<file path="src/rtl/sensor_sched_pkg.sv">
// sensor_sched_pkg: command/response codes and FSM states shared by the sensor request scheduler
package sensor_sched_pkg;
    localparam logic [7:0] READ_TEMP        = 8'h01;
    localparam logic [7:0] READ_HUM         = 8'h02;
    localparam logic [7:0] CONT_TEMP_ON     = 8'h03;
    localparam logic [7:0] CONT_HUM_ON      = 8'h04;
    localparam logic [7:0] CONT_TEMP_OFF    = 8'h05;
    localparam logic [7:0] CONT_HUM_OFF     = 8'h06;
    localparam logic [7:0] RSP_TIMEOUT      = 8'hE0;
    localparam logic [7:0] RSP_INVALID      = 8'hE1;
    localparam logic [7:0] RSP_CONT_OFF_ACK = 8'h0A;
    typedef enum logic [2:0] {IDLE, ISSUE, WAIT_SENSOR, RESPOND, WAIT_TX} state_t;
endpackage

</file>
<file path="src/rtl/rr_bit_picker.sv">
// rr_bit_picker: finds the first set bit at or after ptr, wrapping around
// Ports: bits (candidate vector), ptr (search start), found (any bit set), sel (chosen index)
module rr_bit_picker #(
    parameter int WIDTH = 64,
    parameter int PW = $clog2(WIDTH)
) (
    input  logic [WIDTH-1:0] bits,
    input  logic [PW-1:0]    ptr,
    output logic             found,
    output logic [PW-1:0]    sel
);
    // Scan from the farthest offset down so the nearest set bit wins.
    always_comb begin
        sel = '0;
        for (int k = WIDTH - 1; k >= 0; k--)
            if (bits[PW'((int'(ptr) + k) % WIDTH)]) sel = PW'((int'(ptr) + k) % WIDTH);
    end
    assign found = |bits;
endmodule

</file>
<file path="src/rtl/sensor_request_scheduler.sv">
// sensor_request_scheduler: sequences PC requests and continuous polls to the sensor link, one at a time
// Ports: clock/reset (sync, active-high); req_* from uart_rx; sensor_* to/from conexao_sensor;
//        tx_* to/from uart_tx; continuous_active (any monitoring bit set); overflow (sticky drop flag).
// Optional: define SCHED_STATS_EN to add done_count/timeout_count saturating counters.
module sensor_request_scheduler
    import sensor_sched_pkg::*;
#(
    parameter int NUM_SENSORS        = 32,
    parameter int POLL_PERIOD_CYCLES = 50_000_000,
    parameter int TIMEOUT_CYCLES     = 5_000_000
) (
    input  logic       clock,
    input  logic       reset,
    input  logic       req_valid,
    input  logic [7:0] req_command,
    input  logic [7:0] req_address,
    output logic       sensor_start,
    output logic [7:0] sensor_command,
    output logic [7:0] sensor_address,
    input  logic       sensor_done,
    input  logic [7:0] sensor_rsp_command,
    input  logic [7:0] sensor_rsp_value,
    output logic       tx_start,
    output logic [7:0] tx_command,
    output logic [7:0] tx_value,
    input  logic       tx_done,
    output logic       continuous_active,
    output logic       overflow
`ifdef SCHED_STATS_EN
    ,
    output logic [15:0] done_count,
    output logic [15:0] timeout_count
`endif
);
    localparam int NB = 2 * NUM_SENSORS;
    localparam int PW = $clog2(NB);

    state_t          state;
    logic            buf_valid, poll_pending;
    logic [7:0]      buf_cmd, buf_addr;
    logic [NB-1:0]   bitmap, cont_mask;
    logic [31:0]     poll_cnt, to_cnt;
    logic [PW-1:0]   rr_ptr, pick_sel, next_ptr, bit_idx;
    logic            pick_found, poll_hum, is_cont, cont_on, cont_hum, addr_ok, timeout_hit;

    rr_bit_picker #(.WIDTH(NB)) u_pick (
        .bits (bitmap),
        .ptr  (rr_ptr),
        .found(pick_found),
        .sel  (pick_sel)
    );

    assign is_cont     = buf_cmd >= CONT_TEMP_ON && buf_cmd <= CONT_HUM_OFF;
    assign cont_on     = buf_cmd == CONT_TEMP_ON || buf_cmd == CONT_HUM_ON;
    assign cont_hum    = buf_cmd == CONT_HUM_ON || buf_cmd == CONT_HUM_OFF;
    assign addr_ok     = {24'd0, buf_addr} < 32'(NUM_SENSORS);
    // Humidity bits live in the upper half of the bitmap.
    assign bit_idx     = PW'(buf_addr) + (cont_hum ? PW'(NUM_SENSORS) : '0);
    assign cont_mask   = NB'(1) << bit_idx;
    assign poll_hum    = pick_sel >= PW'(NUM_SENSORS);
    assign next_ptr    = pick_sel == PW'(NB - 1) ? '0 : pick_sel + 1'b1;
    // to_cnt is zero during ISSUE and counts from there, so the timeout fires
    // TIMEOUT_CYCLES cycles after sensor_start.
    assign timeout_hit = state == WAIT_SENSOR && !sensor_done && to_cnt == 32'(TIMEOUT_CYCLES - 1);

    assign sensor_start      = state == ISSUE;
    assign tx_start          = state == RESPOND;
    assign continuous_active = |bitmap;

    always_ff @(posedge clock) begin
        if (reset) begin
            state          <= IDLE;
            buf_valid      <= 1'b0;
            buf_cmd        <= '0;
            buf_addr       <= '0;
            bitmap         <= '0;
            poll_cnt       <= '0;
            poll_pending   <= 1'b0;
            rr_ptr         <= '0;
            to_cnt         <= '0;
            sensor_command <= '0;
            sensor_address <= '0;
            tx_command     <= '0;
            tx_value       <= '0;
            overflow       <= 1'b0;
        end else begin
            to_cnt <= state == IDLE ? '0 : to_cnt + 1'b1;
            if (req_valid) begin
                if (buf_valid) overflow <= 1'b1;
                else {buf_valid, buf_cmd, buf_addr} <= {1'b1, req_command, req_address};
            end
            case (state)
                IDLE: begin
                    if (buf_valid) begin
                        buf_valid <= 1'b0;
                        if (is_cont && !addr_ok) begin
                            tx_command <= RSP_INVALID;
                            tx_value   <= buf_addr;
                            state      <= RESPOND;
                        end else if (is_cont && !cont_on) begin
                            bitmap     <= bitmap & ~cont_mask;
                            tx_command <= RSP_CONT_OFF_ACK;
                            tx_value   <= buf_addr;
                            state      <= RESPOND;
                        end else begin
                            if (cont_on) bitmap <= bitmap | cont_mask;
                            sensor_command <= !is_cont ? buf_cmd : cont_hum ? READ_HUM : READ_TEMP;
                            sensor_address <= buf_addr;
                            state          <= ISSUE;
                        end
                    end else if (poll_pending) begin
                        // A tick left over after the bitmap emptied is simply discarded.
                        poll_pending <= 1'b0;
                        if (pick_found) begin
                            sensor_command <= poll_hum ? READ_HUM : READ_TEMP;
                            sensor_address <= 8'(poll_hum ? pick_sel - PW'(NUM_SENSORS) : pick_sel);
                            rr_ptr         <= next_ptr;
                            state          <= ISSUE;
                        end
                    end
                end
                ISSUE: state <= WAIT_SENSOR;
                WAIT_SENSOR: begin
                    if (sensor_done) begin
                        tx_command <= sensor_rsp_command;
                        tx_value   <= sensor_rsp_value;
                        state      <= RESPOND;
                    end else if (timeout_hit) begin
                        tx_command <= RSP_TIMEOUT;
                        tx_value   <= sensor_address;
                        state      <= RESPOND;
                    end
                end
                RESPOND: state <= WAIT_TX;
                WAIT_TX: state <= tx_done ? IDLE : WAIT_TX;
                default: state <= IDLE;
            endcase
            // Placed after the FSM so a fresh tick wins over a same-cycle poll issue.
            if (poll_cnt == 32'(POLL_PERIOD_CYCLES - 1)) begin
                poll_cnt <= '0;
                if (|bitmap) poll_pending <= 1'b1;
            end else begin
                poll_cnt <= poll_cnt + 1'b1;
            end
        end
    end

`ifdef SCHED_STATS_EN
    always_ff @(posedge clock) begin
        if (reset) begin
            done_count    <= '0;
            timeout_count <= '0;
        end else begin
            if (state == WAIT_TX && tx_done && done_count != 16'hFFFF) done_count <= done_count + 1'b1;
            if (timeout_hit && timeout_count != 16'hFFFF) timeout_count <= timeout_count + 1'b1;
        end
    end
`endif
endmodule

</file>
<file path="config.mk">
export PLATFORM = sky130hd
export DESIGN_NAME = sensor_request_scheduler
export DESIGN_NICKNAME = d
export VERILOG_FILES = /design/src/rtl/sensor_sched_pkg.sv /design/src/rtl/rr_bit_picker.sv /design/src/rtl/sensor_request_scheduler.sv
export SDC_FILE = /design/constraint.sdc
export NUM_CORES = 1
export LEC_CHECK = 0
export CAP_MARGIN = 10
export CORE_ASPECT_RATIO = 1.2
export CORE_UTILIZATION = 45
export CTS_CLUSTER_DIAMETER = 30
export DETAILED_ROUTE_END_ITERATION = 6
export GPL_TIMING_DRIVEN = 1
export PLACE_DENSITY_LB_ADDON = 0.3
export SLEW_MARGIN = 20
export SYNTH_ARGS = -nofsm -noshare
export SYNTH_HDL_FRONTEND = slang
export SYNTH_HIERARCHICAL = 1
export SYNTH_SLANG_ARGS = --single-unit
</file>
<file path="constraint.sdc">
create_clock -name clock -period 7.7 [get_ports clock]
set_clock_uncertainty 0.2 [all_clocks]
set_input_delay 1.155 -clock clock [delete_from_list [all_inputs] [get_ports clock]]
set_output_delay 1.155 -clock clock [all_outputs]
set_load 0.005 [all_outputs]
</file>
==> impl_metrics.env <==
export IMPL_cp_max_fo=17
export IMPL_core_mm2=0.04383
export IMPL_synthTopCellsByCount="nand2_1 (245), nor2_1 (231), dfxtp_1 (188), o21ai_0 (148), a21oi_1 (139)"
export IMPL_setup_viol=0
export IMPL_hold_viol_final=0
export IMPL_dieWidth_um=194.2
export IMPL_cp_required_ps=7870
export IMPL_syn_cell_area_mm2=0.01995
export IMPL_end_kind="flip-flop"
export IMPL_top_layer_used="met4"
export IMPL_cts_setup_buffers=0
export IMPL_met1_length_um=33500
export IMPL_worstPathArrival_ps=7350
export IMPL_grt_usage=0.4215
export IMPL_synth_compound_area_share=0.2180
export IMPL_io_buffers=72
export IMPL_cts_tree="built"
export IMPL_netlist_area_leader_share=0.1886
export IMPL_async_flop_share=0
export IMPL_ant_nets=0
export IMPL_synth_top_area_cell="dfxtp_1"
export IMPL_maxCapViolations=0
export IMPL_start_util=0.4553
export IMPL_yosysWarnings=6
export IMPL_drt_iter0_drc=2345
export IMPL_slew_headroom=0.2093
export IMPL_clockRootBuffer="clkbuf_16"
export IMPL_grt_pass1_vias=20070
export IMPL_yosys_register_bits=188
export IMPL_tightest_slew_ps=1175
export IMPL_ys_seq_area_frac=0.1886
export IMPL_fin_nets=2543
export IMPL_rows=84
export IMPL_outcome="finished clean"
export IMPL_vdd_ir_drop_max_v=0.0001904
export IMPL_path_class="flip-flop to flip-flop"
export IMPL_max_freq_mhz=139.3
export IMPL_cts_buffers=17
export IMPL_stdcell_count=3060
export IMPL_path_clk_slew_ps=70
export IMPL_period_needed_ps=7180
export IMPL_clock_latency_ps=440
export IMPL_p_leak_nw=7.986
export IMPL_gp_congestion=1.157
export IMPL_yosysMostFrequentCell="nand2_1"
export IMPL_synth_fa_ha_area_frac=0.01254
export IMPL_grt_overflow_total=0
export IMPL_rsz0062_at_grt="no"
export IMPL_synth_xor_area_share=0.06051
export IMPL_htree_levels=4
export IMPL_syn_to_final_growth_pct=11.85
export IMPL_clock_sinks=188
export IMPL_grt_max_degree=69
export IMPL_ys_types=103
export IMPL_synthCells=2439
export IMPL_synthFlopType="dfxtp_1"
export IMPL_synth_edff_count=0
export IMPL_critPathLaunchType="flip-flop"
export IMPL_grt_pass1_wl_um=138200
export IMPL_slew_violations=0
export IMPL_syn_avg_cell_area_um2=8.181
export IMPL_dpl_hpwl_um=74150
export IMPL_wire_per_inst_um=31.33
export IMPL_die_h_um=232.7
export IMPL_layout_worst_path_cycle_share=0.9324
export IMPL_tns_ps=0
export IMPL_synth_simple_area_share=0.2234
export IMPL_cts_resized_gates=0
export IMPL_die_area_mm2=0.04519
export IMPL_dr_wl_met3_um=8055
export IMPL_drc_errors=0
export IMPL_hold_buffers=0
export IMPL_first_pass_iters=7
export IMPL_powerDensity_mw_per_mm2=98.10
export IMPL_totalWireLength_um=95880
export IMPL_synth_area_top_cells="dfxtp_1 (19%), mux4_2 (13%), mux2i_1 (6.9%), nand2_1 (4.6%), xnor2_1 (4.4%)"
export IMPL_drive_gt1_frac=0.1613
export IMPL_grt_antenna_before_repair=3
export IMPL_met2WireLength_um=43430
export IMPL_via_count=21372
export IMPL_dp_cells=3024
export IMPL_synth_top_family_by_area="multiplexers"
export IMPL_io_pins=73
export IMPL_min_path_type="flip-flop to flip-flop"
export IMPL_viasPerCell=6.984
export IMPL_synthMuxAreaShare=0.2481
export IMPL_syn_nets=2496
export IMPL_ctsLongestPathBuffers=2
cell usage in the layout, fill, tap and decap left out, drive strengths merged, types with 69 or more instances in the layout:
| master | netlist | final |
|---|---|---|
| o31ai | 84 | 84 |
| a21oi | 139 | 139 |
| nor2 | 232 | 232 |
| nand2 | 248 | 248 |
| xnor2 | 101 | 101 |
| nor2b | 93 | 93 |
| mux2i | 141 | 141 |
| o21ai | 154 | 154 |
| dfxtp | 188 | 188 |
| nand3 | 69 | 69 |
| mux4 | 125 | 125 |
| clkdlybuf4s50 | 0 | 71 |
| buf | 58 | 139 |
stage by stage:
stage,worst slack (ps),hold WS (ps),total power [mW],util,area (um2)
3_5_place_dp,698.9,244.6,1.313,0.4938,21640
6_report,520.4,247.2,2.189,0.5092,22320
5_1_grt,325.4,265.2,2.271,0.5091,22310
4_1_cts,660.8,253.9,2.203,0.5076,22250
2_1_floorplan,828.6,212.7,1.216,-,19950
3_3_place_gp,657.8,223.1,1.307,0.4937,21640
kinds of logic (layout without fill, tap and decap cells):
family / after synthesis / after routing
buf+inv: 226 / 286
simple gates: 896 / 896
xor+xnor: 137 / 137
compound gates: 649 / 649
flops: 188 / 188
other cells: 0 / 2
mux: 323 / 323
fa+ha+maj: 20 / 20
worst max-delay path, cell delays in order, from the launching register on:
cell	delay (ps)
dfxtp_2	480
inv_1	410
buf_4	250
ha_1	620
a21oi_1	280
xnor2_1	510
mux2_2	460
mux2i_1	600
nand3_1	230
nor4bb_1	640
o2111ai_1	510
nand4_1	260
nand4_1	110
a31oi_1	220
o31ai_2	90
buf_4	190
ha_1	220
and3_1	200
buf_4	140
a31oi_1	210
a22oi_1	100
nor2_1	130
worst paths after layout:
kind / startpoint / to / slack, ps / cells past startpoint
setup reg to reg: rr_ptr[3]$_SDFFE_PP0P_ / rr_ptr[3]$_SDFFE_PP0P_ / 520 / 21
setup / recovery: rr_ptr[3]$_SDFFE_PP0P_ / rr_ptr[3]$_SDFFE_PP0P_ / 520 / 21
hold / removal: poll_cnt[0]$_SDFF_PP0_ / poll_cnt[0]$_SDFF_PP0_ / 250 / 1
hold reg to reg: poll_cnt[0]$_SDFF_PP0_ / poll_cnt[0]$_SDFF_PP0_ / 250 / 1
final cells by class:
cell class	count	area, um2
multi-input cells	2025	15310
diodes	2	5.005
well taps	559	699.4
clock inverters	13	148.9
inverters	44	165.2
fillers	4215	21510
repair buffers	210	1758
clock buffers	19	452.9
flip-flops and latches	188	3777
power breakdown:
part / internal, mW / switching, mW / leakage [nW] / total (mW)
Sequential: 1.00 / 0.0407 / 1.52 / 1.04
Combinational: 0.103 / 0.151 / 6.17 / 0.254
Clock: 0.478 / 0.417 / 0.293 / 0.894
routing by layer:
metal,vias up,global-route usage
li1,9316,-
met1,10342,0.4577
met2,1295,0.6781
met3,419,0.1016
met4,0,0.4003
met5,-,0
(Power assumes the default switching activity.)
